<file path="config.mk">
export PLATFORM = sky130hd
export DESIGN_NAME = mem_arb
export DESIGN_NICKNAME = d
export VERILOG_FILES = /design/src/rtl/mem_arb.sv
export SDC_FILE = /design/constraint.sdc
export NUM_CORES = 1
export LEC_CHECK = 0
export ABC_CLOCK_PERIOD_IN_PS = 2800
export CORE_AREA = 2 2 107 109
export CTS_BUF_LIST = sky130_fd_sc_hd__clkbuf_16
export DETAILED_ROUTE_END_ITERATION = 8
export DIE_AREA = 0 0 109 111
export MAX_ROUTING_LAYER = met4
export PLACE_DENSITY = 0.54
export SLEW_MARGIN = 25
export SYNTH_ARGS = -nofsm -noshare
export SYNTH_HDL_FRONTEND = slang
export SYNTH_SLANG_ARGS = --single-unit
</file>
<file path="constraint.sdc">
create_clock -name clk -period 2.8 [get_ports clk]
set_input_delay 0.7 -clock clk [delete_from_list [all_inputs] [get_ports clk]]
set_output_delay 0.7 -clock clk [all_outputs]
set_load 0.005 [all_outputs]
</file>
<file path="src/rtl/mem_arb.sv">
// Two-requester arbiter for a single-ported memory: load/store normally wins,
// and a fetch that has lost STARVE_MAX cycles in a row takes priority.
module mem_arb #(
  parameter int unsigned STARVE_MAX = 4
) (
  input  logic        clk,
  input  logic        rst,
  input  logic        if_req,
  input  logic [31:0] if_addr,
  output logic        if_gnt,
  output logic        if_rvalid,
  output logic [31:0] if_rdata,
  output logic        if_err,
  input  logic        ls_req,
  input  logic        ls_we,
  input  logic [2:0]  ls_funct3,
  input  logic [31:0] ls_addr,
  input  logic [31:0] ls_wdata,
  output logic        ls_gnt,
  output logic        ls_rvalid,
  output logic [31:0] ls_rdata,
  output logic        ls_err,
  output logic [31:0] m_addr,
  output logic [2:0]  m_sel,
  output logic        m_wen,
  output logic [31:0] m_wdata,
  input  logic [31:0] m_rdata
);

  localparam logic [3:0] STARVE_LIM = 4'(STARVE_MAX);

  typedef enum logic [1:0] {OWN_NONE, OWN_IF, OWN_LS} owner_e;

  owner_e     owner_q;
  logic       rd_q;
  logic       err_q;
  logic [3:0] starve_q;
  logic [3:0] starve_d;
  logic       if_bad;
  logic       ls_bad;
  logic       fetch_first;

  assign if_bad = (if_addr[1:0] != 2'b00);

  always_comb begin
    ls_bad = 1'b0;
    case (ls_funct3)
      3'b000:  ls_bad = 1'b0;
      3'b100:  ls_bad = ls_we;
      3'b001:  ls_bad = ls_addr[0];
      3'b101:  ls_bad = ls_we | ls_addr[0];
      3'b010:  ls_bad = (ls_addr[1:0] != 2'b00);
      default: ls_bad = 1'b1;
    endcase
  end

  // Grant stage: combinational from current requests and starvation state
  assign fetch_first = (starve_q == STARVE_LIM);
  assign if_gnt      = ~rst & if_req & (~ls_req | fetch_first);
  assign ls_gnt      = ~rst & ls_req & ~(if_req & fetch_first);

  always_comb begin
    m_addr  = '0;
    m_sel   = 3'b010;
    m_wen   = 1'b0;
    m_wdata = '0;
    if (if_gnt) begin
      m_addr = if_addr;
    end else if (ls_gnt) begin
      m_addr  = ls_addr;
      m_sel   = ls_funct3;
      m_wen   = ls_we & ~ls_bad;
      m_wdata = ls_wdata;
    end
  end

  always_comb begin
    if (!if_req || if_gnt)
      starve_d = 4'd0;
    else if (starve_q < STARVE_LIM)
      starve_d = starve_q + 4'd1;
    else
      starve_d = starve_q;
  end

  // Response stage: the owner of the access issued last cycle
  always_ff @(posedge clk or posedge rst) begin
    if (rst) begin
      owner_q  <= OWN_NONE;
      rd_q     <= 1'b0;
      err_q    <= 1'b0;
      starve_q <= 4'd0;
    end else begin
      starve_q <= starve_d;
      if (if_gnt) begin
        owner_q <= OWN_IF;
        rd_q    <= 1'b1;
        err_q   <= if_bad;
      end else if (ls_gnt) begin
        owner_q <= OWN_LS;
        rd_q    <= ~ls_we;
        err_q   <= ls_bad;
      end else begin
        owner_q <= OWN_NONE;
        rd_q    <= 1'b0;
        err_q   <= 1'b0;
      end
    end
  end

  assign if_rvalid = (owner_q == OWN_IF);
  assign if_err    = if_rvalid & err_q;
  assign if_rdata  = (if_rvalid & rd_q & ~err_q) ? m_rdata : '0;
  assign ls_rvalid = (owner_q == OWN_LS);
  assign ls_err    = ls_rvalid & err_q;
  assign ls_rdata  = (ls_rvalid & rd_q & ~err_q) ? m_rdata : '0;

endmodule

</file>
==> out/qor.csv <==
metric,value,unit
min_path_type,reg -> reg,
clk_pin_slew,40,ps
netlist_area,1479,sq um
wl_per_cell,15.16,um
switching_share,24.76,%
diodes,0,
p_switching,0.2159,mW
area_growth,225.0,%
clk_latency,230,ps
timing.fmax,365.3,MHz
gp_congestion,0.8085,
avgSynthCellArea,7.825,sq um
skew,1.151,ps
synth_seq_cells,8,
totalWireLength,9730,um
yosysTopAreaCell,and2_1,
rows,39,
drive_above_1_share,14.23,%
nets,639,
ys_seq_area_share,13.54,%
vdd_drop_max,139.1,uV
ys.flop_type,dfrtp_1,
numCtsBuffers,3,
required,2100,ps
drtIter0Drc,82,
dr_total_vias,2580,
cts.sinks,8,
overflow,0,
placed_area,4389,sq um
core_area,11080,sq um
clockPowerShare,27.6,%
worstMarginPinSlew,309.0,ps
first_global_vias,2601,
grt_max_degree,33,
pwr-share-comb,57.6,%
final-hold-violation-count,0,
start_util,13.35,%
ctsHoldBuffers,0,
dp_hpwl,7788,um
synth_nets,327,
grt_pass1_wl,13830,um
yosys_warnings,0,
drc,0,
yosysMostFrequentCell,and2_1,
viasPerCell,4.019,
worstSetupEndpointType,output port,
report.final.slew_viol_count,0,
powerDensity,181.4,nW/um^2
die_area,12100,sq um
cts_root_buffer,clkbuf_16,
clockBufferDepth,2,
cap_violations,0,
setup_viol,0,
start_kind,input port,
die_x,109,um
max_slew_margin,79.40,%
final_cell_area,4806,sq um
portBuffers,273,
cts_tree,yes,
syn_inst,189,
power_frac_seq,14.8,%
ioPinCount,274,
antenna_found_initial,0,
min_period,2737,ps
cp_max_fo,14,
synth_enable_flop_cells,0,
synthTopCellsByArea,"and2_1 (42%), a22o_1 (15%), dfrtp_1 (14%), a22o_2 (4.7%), buf_12 (4.1%)",
worstSetupPathType,in -> out,
synth_cell_types,29,
cp.arrival,2040,ps
rsz0062_at_grt,yes,
async_flop_share,100.0,%
firstDrtPassIters,4,
synth_commonest_cells,"and2_1 (100), a22o_1 (25), clkbuf_1 (8), dfrtp_1 (8), a22o_2 (7)",
yosysTopAreaCellShare,42.30,%
ant_nets,0,
fin_crit_sh,97.77,%
grt_usage,15.38,%
p_leak,2.265,nW
intPower,0.6561,mW
power,0.8720,mW
htreeDepth,1,
die_height,111,um
status,"complete, no violations",
-- area by class of cell --
cell class | count | area (sq um)
Timing Repair inverter | 4 | 57.56
Timing Repair Buffer | 319 | 3129
Multi-Input combinational cell | 157 | 1117
Clock buffer | 3 | 75.07
Tap cell | 143 | 178.9
Inverter | 8 | 47.55
Sequential cell | 8 | 200.2
Fill cell | 1159 | 6271
-- logic make-up (layout without fill, tap and decap cells) --
kind of cell / Yosys count / after routing / share of synthesized area, %
simple gates: 115 / 115 / 48.48
compound gates: 38 / 38 / 23.10
buf+inv: 24 / 334 / 11.93
flops: 8 / 8 / 13.54
fa+ha+maj: 2 / 2 / 1.692
xor+xnor: 1 / 1 / 0.5923
mux: 1 / 1 / 0.6768
-- stage by stage --
| step | worst slack [ps] | hold WS, ps | setup TNS, ps | instances | util, % |
|---|---|---|---|---|---|
| after floorplan | 510.5 | 518.6 | 0 | 189 | - |
| after global placement | -401.9 | 541.9 | -18880 | 605 | 39.63 |
| after detailed placement | -374.8 | 553.6 | -19140 | 605 | 39.63 |
| after CTS | -9.985 | 557.4 | -9.985 | 637 | 42.75 |
| after global routing | -6.576 | 590.6 | -10.16 | 642 | 43.39 |
| final | 62.56 | 561.4 | 0 | 642 | 43.39 |
-- critical path: stages --
cell,delay [ps]
clkdlybuf4s15_2,190
nand4b_1,120
nand3_2,130
clkinv_4,120
buf_8,140
and2_1,120
clkdlybuf4s50_1,510
-- state kept, by name, summed over array words and instances, names as in the netlist --
register,count
owner_q,2
err_q,1
starve_q,4
rd_q,1
-- layout by cell type (no fill, tap or decap), types with 2 or more instances in the layout --
cell             Yosys  routed
clkinv_8             1       4
inv_1                6       4
dlygate4sd2_1        0      36
nor2_1               2       2
buf_6                3       3
dfrtp_1              8       8
buf_4                0      38
a22o_2               7       7
buf_8                0       2
clkdlybuf4s15_2      0       2
a22o_1              25      25
inv_2                1       2
clkinv_4             0       2
clkbuf_16            0       3
nor3_1               4       4
clkdlybuf4s50_1      0     208
and3b_1              2       2
dlymetal6s2s_1       0      11
clkdlybuf4s15_1      0      15
nor2b_1              2       2
and2_1             100     100
buf_12               3       2
-- timing repair --
action,CTS,global route
endpoints found under the setup margin,70,44
gates cloned,6,0
pin swaps,4,5
buffers inserted,23,6
resized for setup,72,33
hold endpoints to repair,0,0
-- power groups by stage --
stage | clock [mW] | sequential, mW | combinational [mW]
2_1_floorplan | 0 | 0.131 | 0.124
3_3_place_gp | 0 | 0.132 | 0.475
3_5_place_dp | 0 | 0.133 | 0.478
4_1_cts | 0.245 | 0.129 | 0.507
5_1_grt | 0.253 | 0.130 | 0.541
6_report | 0.240 | 0.129 | 0.502
-- worst paths after layout --
path	cells past startpoint	startpoint	slack (ps)	end
min in group asynchronous	3	rst	620	starve_q[1]$_DFFE_PP0P_
worst min-delay path	2	starve_q[3]$_DFFE_PP0P_	560	starve_q[3]$_DFFE_PP0P_
worst max-delay path	7	if_req	60	m_wdata[10]
worst min register to register	2	starve_q[3]$_DFFE_PP0P_	560	starve_q[3]$_DFFE_PP0P_
worst max register to register	8	starve_q[0]$_DFFE_PP0P_	1130	starve_q[2]$_DFFE_PP0P_
max in group asynchronous	3	rst	2060	rd_q$_DFF_PP0_
-- routing by layer --
| layer | vias to the layer above | share of wire [%] | wire length [um] | track usage (%) |
|---|---|---|---|---|
| met4 | 0 | 0.62 | 60 | 2.308 |
| met2 | 168 | 54 | 5240 | 30.27 |
| met3 | 6 | 12 | 1123 | 3.704 |
| li1 | 1262 | - | - | - |
| met5 | - | 0 | 0 | - |
| met1 | 1144 | 34 | 3305 | 15.09 |
(Power assumes the default switching activity.)
